**src/rtl/conv1_bram_port_arbiter_if.sv**
```systemverilog
`default_nettype none
// ============================================================================
//  Module   : conv1_bram_port_arbiter_if
//  Purpose  : One requester's view of the Conv_2D_1 BRAM port-A arbiter.
//             The arbiter has one instance for the RISC-V host and one for
//             the Conv_2D_1 engine.
//  Signals  : valid/ready    request handshake (ready = grant this cycle)
//             addr           byte address, bits [1:0] ignored
//             we             byte write enables, zero means read
//             wdata          write data
//             rvalid/rdata   one-cycle read response
//             err            one-cycle error pulse (out of range / blocked)
//  Modports : master = requester side, slave = arbiter side
//  Revision : 1.0  initial release
// ============================================================================
interface conv1_bram_port_arbiter_if;
  logic        valid;
  logic        ready;
  logic [31:0] addr;
  logic [3:0]  we;
  logic [31:0] wdata;
  logic        rvalid;
  logic [31:0] rdata;
  logic        err;

  modport master (output valid, addr, we, wdata,
                  input  ready, rvalid, rdata, err);
  modport slave  (input  valid, addr, we, wdata,
                  output ready, rvalid, rdata, err);
endinterface
`default_nettype wire

```
**src/rtl/conv1_bram_port_arbiter.sv**
```systemverilog
`default_nettype none
// ============================================================================
//  Module   : conv1_bram_port_arbiter
//  Purpose  : Round-robin arbiter for port A of the Conv_2D_1 BRAM, shared by
//             the RISC-V host and the Conv_2D_1 engine. One access per cycle,
//             fixed two-edge read latency, responses routed to the originator,
//             out-of-range squash, optional host lock-out.
//  Ports    : clk, rst      clock, synchronous active-high reset
//             host, eng     requester interfaces (slave modport)
//             eng_lock      engine run-active (used only with the guard)
//             bram_en/we/addr/din  BRAM_PORTA_0 request outputs
//             bram_dout     BRAM_PORTA_0 read data
//  Options  : CONV1_ARB_HOST_GUARD_EN - when defined, host requests accepted
//             while eng_lock=1 are squashed and reported via host.err.
//  Revision : 1.0  initial release
// ============================================================================
module conv1_bram_port_arbiter #(
  parameter int DEPTH_WORDS = 1024
) (
  input  wire logic                 clk,
  input  wire logic                 rst,
  conv1_bram_port_arbiter_if.slave  host,
  conv1_bram_port_arbiter_if.slave  eng,
  input  wire logic                 eng_lock,
  output logic                      bram_en,
  output logic [3:0]                bram_we,
  output logic [31:0]               bram_addr,
  output logic [31:0]               bram_din,
  input  wire logic [31:0]          bram_dout
);

  localparam logic [29:0] DEPTH_IDX = 30'(DEPTH_WORDS);

  // Priority pointer: 0 favours the engine, 1 favours the host.
  logic        ptr_host;
  logic        gnt_host, gnt_eng, accept;
  logic        out_of_range, host_blocked, squash;
  logic [31:0] sel_addr, sel_wdata;
  logic [3:0]  sel_we;

  // Response pipeline metadata: stage 1 = issue cycle, stage 2 = BRAM cycle.
  logic s1_vld, s1_rd, s1_host, s1_sq;
  logic s2_vld, s2_rd, s2_host, s2_sq;

  always_comb begin
    gnt_eng  = 1'b0;
    gnt_host = 1'b0;
    if (!rst) begin
      if (eng.valid && (!host.valid || !ptr_host)) gnt_eng = 1'b1;
      else if (host.valid)                         gnt_host = 1'b1;
    end
  end

  assign host.ready = gnt_host;
  assign eng.ready  = gnt_eng;
  assign accept     = gnt_host | gnt_eng;

  assign sel_addr  = gnt_host ? host.addr  : eng.addr;
  assign sel_we    = gnt_host ? host.we    : eng.we;
  assign sel_wdata = gnt_host ? host.wdata : eng.wdata;

  // Byte-offset bits never reach the BRAM.
  logic [1:0] unused_sel_lsbs;
  assign unused_sel_lsbs = sel_addr[1:0];

  assign out_of_range = (sel_addr[31:2] >= DEPTH_IDX);

`ifdef CONV1_ARB_HOST_GUARD_EN
  assign host_blocked = gnt_host & eng_lock;
`else
  logic unused_eng_lock;
  assign unused_eng_lock = eng_lock;
  assign host_blocked    = 1'b0;
`endif

  assign squash = out_of_range | host_blocked;

  always_ff @(posedge clk) begin
    if (rst) begin
      ptr_host <= 1'b0;
    end else if (gnt_eng) begin
      ptr_host <= 1'b1;
    end else if (gnt_host) begin
      ptr_host <= 1'b0;
    end
  end

  // Issue stage: BRAM is driven only for accepted, non-squashed requests.
  always_ff @(posedge clk) begin
    if (rst) begin
      bram_en   <= 1'b0;
      bram_we   <= 4'h0;
      bram_addr <= 32'h0;
      bram_din  <= 32'h0;
      s1_vld    <= 1'b0;
      s1_rd     <= 1'b0;
      s1_host   <= 1'b0;
      s1_sq     <= 1'b0;
    end else begin
      bram_en   <= accept & ~squash;
      bram_we   <= (accept & ~squash) ? sel_we : 4'h0;
      bram_addr <= (accept & ~squash) ? {sel_addr[31:2], 2'b00} : 32'h0;
      bram_din  <= (accept & ~squash) ? sel_wdata : 32'h0;
      s1_vld    <= accept;
      s1_rd     <= (sel_we == 4'h0);
      s1_host   <= gnt_host;
      s1_sq     <= squash;
    end
  end

  always_ff @(posedge clk) begin
    if (rst) begin
      s2_vld  <= 1'b0;
      s2_rd   <= 1'b0;
      s2_host <= 1'b0;
      s2_sq   <= 1'b0;
    end else begin
      s2_vld  <= s1_vld;
      s2_rd   <= s1_rd;
      s2_host <= s1_host;
      s2_sq   <= s1_sq;
    end
  end

  // Response stage: bram_dout is valid here for the request issued one
  // cycle earlier. Squashed reads still answer, with zero data.
  always_ff @(posedge clk) begin
    if (rst) begin
      host.rvalid <= 1'b0;
      host.rdata  <= 32'h0;
      host.err    <= 1'b0;
      eng.rvalid  <= 1'b0;
      eng.rdata   <= 32'h0;
      eng.err     <= 1'b0;
    end else begin
      host.rvalid <= s2_vld & s2_rd & s2_host;
      host.rdata  <= (s2_vld & s2_rd & s2_host & ~s2_sq) ? bram_dout : 32'h0;
      host.err    <= s2_vld & s2_sq & s2_host;
      eng.rvalid  <= s2_vld & s2_rd & ~s2_host;
      eng.rdata   <= (s2_vld & s2_rd & ~s2_host & ~s2_sq) ? bram_dout : 32'h0;
      eng.err     <= s2_vld & s2_sq & ~s2_host;
    end
  end

endmodule
`default_nettype wire

```
**src/flat_wrapper.sv**
```systemverilog
// flat-port wrapper written by rule: the top's interface ports become plain ports
module conv1_bram_port_arbiter_flat 
#(
  parameter int DEPTH_WORDS = 1024
)
  (clk, rst, eng_lock, bram_en, bram_we, bram_addr, bram_din, bram_dout, host_valid, host_addr, host_we, host_wdata, host_ready, host_rvalid, host_rdata, host_err, eng_valid, eng_addr, eng_we, eng_wdata, eng_ready, eng_rvalid, eng_rdata, eng_err);
  conv1_bram_port_arbiter_if host_i ();
  conv1_bram_port_arbiter_if eng_i ();
  input  wire logic clk;
  input  wire logic rst;
  input  wire logic eng_lock;
  output logic bram_en;
  output logic [3:0] bram_we;
  output logic [31:0] bram_addr;
  output logic [31:0] bram_din;
  input  wire logic [31:0] bram_dout;
  input wire logic [$bits(host_i.valid)-1:0] host_valid;
  input wire logic [$bits(host_i.addr)-1:0] host_addr;
  input wire logic [$bits(host_i.we)-1:0] host_we;
  input wire logic [$bits(host_i.wdata)-1:0] host_wdata;
  output wire logic [$bits(host_i.ready)-1:0] host_ready;
  output wire logic [$bits(host_i.rvalid)-1:0] host_rvalid;
  output wire logic [$bits(host_i.rdata)-1:0] host_rdata;
  output wire logic [$bits(host_i.err)-1:0] host_err;
  input wire logic [$bits(eng_i.valid)-1:0] eng_valid;
  input wire logic [$bits(eng_i.addr)-1:0] eng_addr;
  input wire logic [$bits(eng_i.we)-1:0] eng_we;
  input wire logic [$bits(eng_i.wdata)-1:0] eng_wdata;
  output wire logic [$bits(eng_i.ready)-1:0] eng_ready;
  output wire logic [$bits(eng_i.rvalid)-1:0] eng_rvalid;
  output wire logic [$bits(eng_i.rdata)-1:0] eng_rdata;
  output wire logic [$bits(eng_i.err)-1:0] eng_err;
  assign host_i.valid = host_valid;
  assign host_i.addr = host_addr;
  assign host_i.we = host_we;
  assign host_i.wdata = host_wdata;
  assign host_ready = host_i.ready;
  assign host_rvalid = host_i.rvalid;
  assign host_rdata = host_i.rdata;
  assign host_err = host_i.err;
  assign eng_i.valid = eng_valid;
  assign eng_i.addr = eng_addr;
  assign eng_i.we = eng_we;
  assign eng_i.wdata = eng_wdata;
  assign eng_ready = eng_i.ready;
  assign eng_rvalid = eng_i.rvalid;
  assign eng_rdata = eng_i.rdata;
  assign eng_err = eng_i.err;
  conv1_bram_port_arbiter #(.DEPTH_WORDS(DEPTH_WORDS)) u_core (.clk(clk), .rst(rst), .host(host_i), .eng(eng_i), .eng_lock(eng_lock), .bram_en(bram_en), .bram_we(bram_we), .bram_addr(bram_addr), .bram_din(bram_din), .bram_dout(bram_dout));
endmodule
```
**config.mk**
```make
export PLATFORM = sky130hd
export DESIGN_NAME = conv1_bram_port_arbiter_flat
export DESIGN_NICKNAME = d
export VERILOG_FILES = /design/src/rtl/conv1_bram_port_arbiter_if.sv /design/src/rtl/conv1_bram_port_arbiter.sv /design/src/flat_wrapper.sv
export SDC_FILE = /design/constraint.sdc
export NUM_CORES = 1
export LEC_CHECK = 0
export BUFFER_PORTS_ARGS = -buffer_cell sky130_fd_sc_hd__buf_2
export CAP_MARGIN = 10
export CORE_MARGIN = 4
export CORE_UTILIZATION = 30
export DETAILED_ROUTE_END_ITERATION = 8
export PLACE_DENSITY = 0.69
export SLEW_MARGIN = 20
export SYNTH_ARGS = -nofsm -noshare
export SYNTH_HDL_FRONTEND = slang
export SYNTH_SLANG_ARGS = --single-unit
```
**constraint.sdc**
```tcl
create_clock -name clk -period 2.1 [get_ports clk]
set_input_delay 0.105 -clock clk [delete_from_list [all_inputs] [get_ports clk]]
set_output_delay 0.105 -clock clk [all_outputs]
set_load 0.02 [all_outputs]
```
==> impl_results.md <==
* Yosys warnings at 0
* Combinational share of power at under 10%
* Multi-input logic area at about 1500 sq um
* CP max stage delay at around 480 ps
* Post-synth EDFFs at 0
* Type of the most critical hold path: in -> reg
* Largest net degree at the start of global routing at 50
* Avg Cell Area, Syn at approximately 12 sq um
* Filler Cells Inserted at roughly 1.2k
* Root Driver: clkbuf_16
* Post-route cell area at ~8100 sq um
* Adder-Cell Fraction of Synth Area at 0%
* Final Util at between 50 and 60%
* Flop pwr share at 45.1%
* Io pins at about 310
* CTS buffer count at 17
* Outcome: completed
* Layout area overhead at 81.34%
* Cell Rows at 44
* Post-detail-place hpwl at about 10000 um
* Placed Area at between 6000 and 7000 sq um
* Crit start category: flip-flop
* Ys flop type: dfxtp_1
* Final setup viols at 0
* Clock Power Share at a little under half
* Fmax at approximately 520 MHz
* DR vias at 4401
* Most common cell after layout, fill and taps aside: buf_2
* Critical path fanouts, max at between 40 and 50
* Longest Clk Path Bufs at 2
* Die X at between 100 and 150 um
* Initial cell density of the core at between 30% and 40%
* Clock period minus worst slack at 1933 ps
* Leakage at 4.275 nW
* DRC at 0
* Tcrit/Tclk final at 92.03%
* Port bufs at about 300
* Die Area at 16900 sq um
* Worst relative slew slack at 60.64%
* Crit path capture type: output port
* CP Cell Sequence: nand2b_1, nand2_2, buf_6, inv_1, buf_2
* Post-synthesis cell area at roughly 4500 sq um
* Clk slew on worst S/H paths at approximately 60 ps
* Simple-Gate Fraction of Synth Area at about 14%
* Worst setup path start: u_core.ptr_host
* DRT iter0 DRCs at 88
* Library cells used by synthesis at 25
* Total GRT Usage at 17.79%
* Most frequent cells in the layout: buf_2, dfxtp_1, dlygate4sd3_1, and2_1, mux2i_1
* Post-CTS setup buffer count at 0
* First-pass GRT wire length at around 23000 um
* Vias in the first global route at 4690
* Routed Antenna Nets at 0
* Internal Power at approximately 4.7 mW
* Max-cap violations at 0
* Placer congestion estimate at a little under 0.8
* Initial antenna violation count at 1
* Synth Area in Compound Gates at about 8.1%
* P per Cell Area at around 760 nW/um^2
* Mapped Cells at roughly 370
* Worst clock skew at approximately 4.5 ps
* Chip height at ~130 um
* Main combinational cell family by area after synthesis: simple AND/OR/NAND/NOR gates
* GRT overflow at 0
* Vias per std cell at 4.294
* TritonRoute pass-1 iters at 4
* NetSw at 1.416 mW
* CP arrival at ~1800 ps
* Xor/xnor share of the synthesized area at 0%
* Slowest CP cell: buf_6
* Reg2Reg Launch Point: u_core.ptr_host
* Share of layout cells above drive strength 1 at between 40% and 50%
* Nets@finish at around 1.0k
* Hold Startpoint: host_wdata[9]
* Total power draw at between 6 and 7 mW
* Switching Share at between 20% and 30%
* CTS tree: built
* Core area at between 10000 and 15000 sq um
* Async S/R FF share, synth at 0%
* RSZ-0062 raised after global routing: no
* Register area at between 2000 and 3000 sq um
* Final hold viol count at 0
* Clk sinks at around 140
* Peak supply drop at roughly 490 uV
* Slew @ Worst Pin at around 590 ps
* Crit Path Category: reg -> out
* Final wirelength at 15480 um
* Clk_lat worst skew at between 400 and 500 ps
* Max Transition Viols Final at 0
* Post-synthesis mux area share at 10.09%
* Htree depth at 4
* CP required at roughly 2000 ps
* Register area share after synthesis at between 60 and 70%
* #FFs+latches synth at roughly 140
* Drt wl/cell at around 15 um
-- worst max-delay path, delay by kind of cell (launching register included) --
| family | cells | cell delay [ps] |
|---|---|---|
| flops | 1 | 320 |
| buf+inv | 3 | 780 |
| simple gates | 2 | 300 |
-- kinds of logic (layout without fill, tap and decap cells) --
logic type	after synthesis	in the layout
AO/OA/AOI/OAI	51	51
flip-flops	144	144
buffers and inverters	29	476
other	1	23
multiplexers	45	45
AND/OR/NAND/NOR	102	102
-- power groups by stage --
stage / Clock (mW) / Combinational [mW] / Sequential, mW
floorplan: 0 / 0.113 / 2.86
global placement: 0 / 0.352 / 2.83
detailed placement: 0 / 0.354 / 2.83
CTS: 2.90 / 0.534 / 2.77
global route: 3.04 / 0.589 / 2.77
finish: 2.83 / 0.548 / 2.77
-- path summary, 6_finish.rpt --
path | slack, ps | cells past startpoint | endpoint
worst max-delay path | 170 | 5 | host_ready
worst min-delay path | 10 | 3 | u_core.bram_din[9]
worst max register to register | 170 | 5 | u_core.bram_addr[3]
worst min register to register | 440 | 1 | u_core.s2_host
-- synth_stat cells, types with 2 or more instances --
cell type  count  share of area (%)
buf_6          4                1.0
mux2i_1       45                 10
and3_1         3               0.42
a21oi_2       23                4.5
and2_1        64                9.0
o211a_1        2               0.45
clkbuf_1      16                1.3
nand2b_1       2               0.28
buf_4          2               0.34
nor4_1         7               0.98
dfxtp_1      144                 65
nand2_1        8               0.67
or4_1          5               0.84
nor2_1         4               0.34
a21oi_1       23                2.6
inv_1          5               0.42
nor2b_1        7               0.98
-- state kept, by name, indices dropped and copies added (netlist names), 4 cells and up --
| register | flops |
|---|---|
| u_core.bram_din | 32 |
| u_core.eng.rdata | 32 |
| u_core.host.rdata | 32 |
| u_core.bram_addr | 30 |
| u_core.bram_we | 4 |
-- layer usage --
metal,vias up,global-route usage (%),routed length [um]
li1,2137,-,-
met1,1964,17.60,5381
met2,250,32.30,7941
met3,50,6.631,1505
met4,0,9.352,647
met5,-,0,0
-- cell type report --
type / count / share of cell area (%)
diodes: 1 / 0.03090
clock buffers: 17 / 5.253
clock inverters: 14 / 1.653
inverters: 5 / 0.2318
multi-input cells: 220 / 18.80
flip-flops and latches: 144 / 35.60
well taps: 184 / 2.843
repair buffers: 440 / 35.58
-- per-stage QoR --
step / TNS, ps / instances / hold WS (ps) / setup slack [ps]
after global routing: 0 / 1025 / 16.78 / 51.35
after CTS: 0 / 1024 / 1.788 / 0.9948
final: 0 / 1025 / 12.44 / 167.5
after floorplan: 0 / 393 / 226.7 / 115.7
after detailed placement: -2085 / 869 / 319.6 / -73.33
after global placement: -1079 / 869 / 317.9 / -40.44
-- timing repair --
action | CTS | global route
endpoints found under the hold margin | 111 | 0
endpoints found under the setup margin | 0 | 1
gates resized for setup | 0 | 1
hold buffers | 124 | 0
Note: power is estimated with default switching activity, not from simulation.
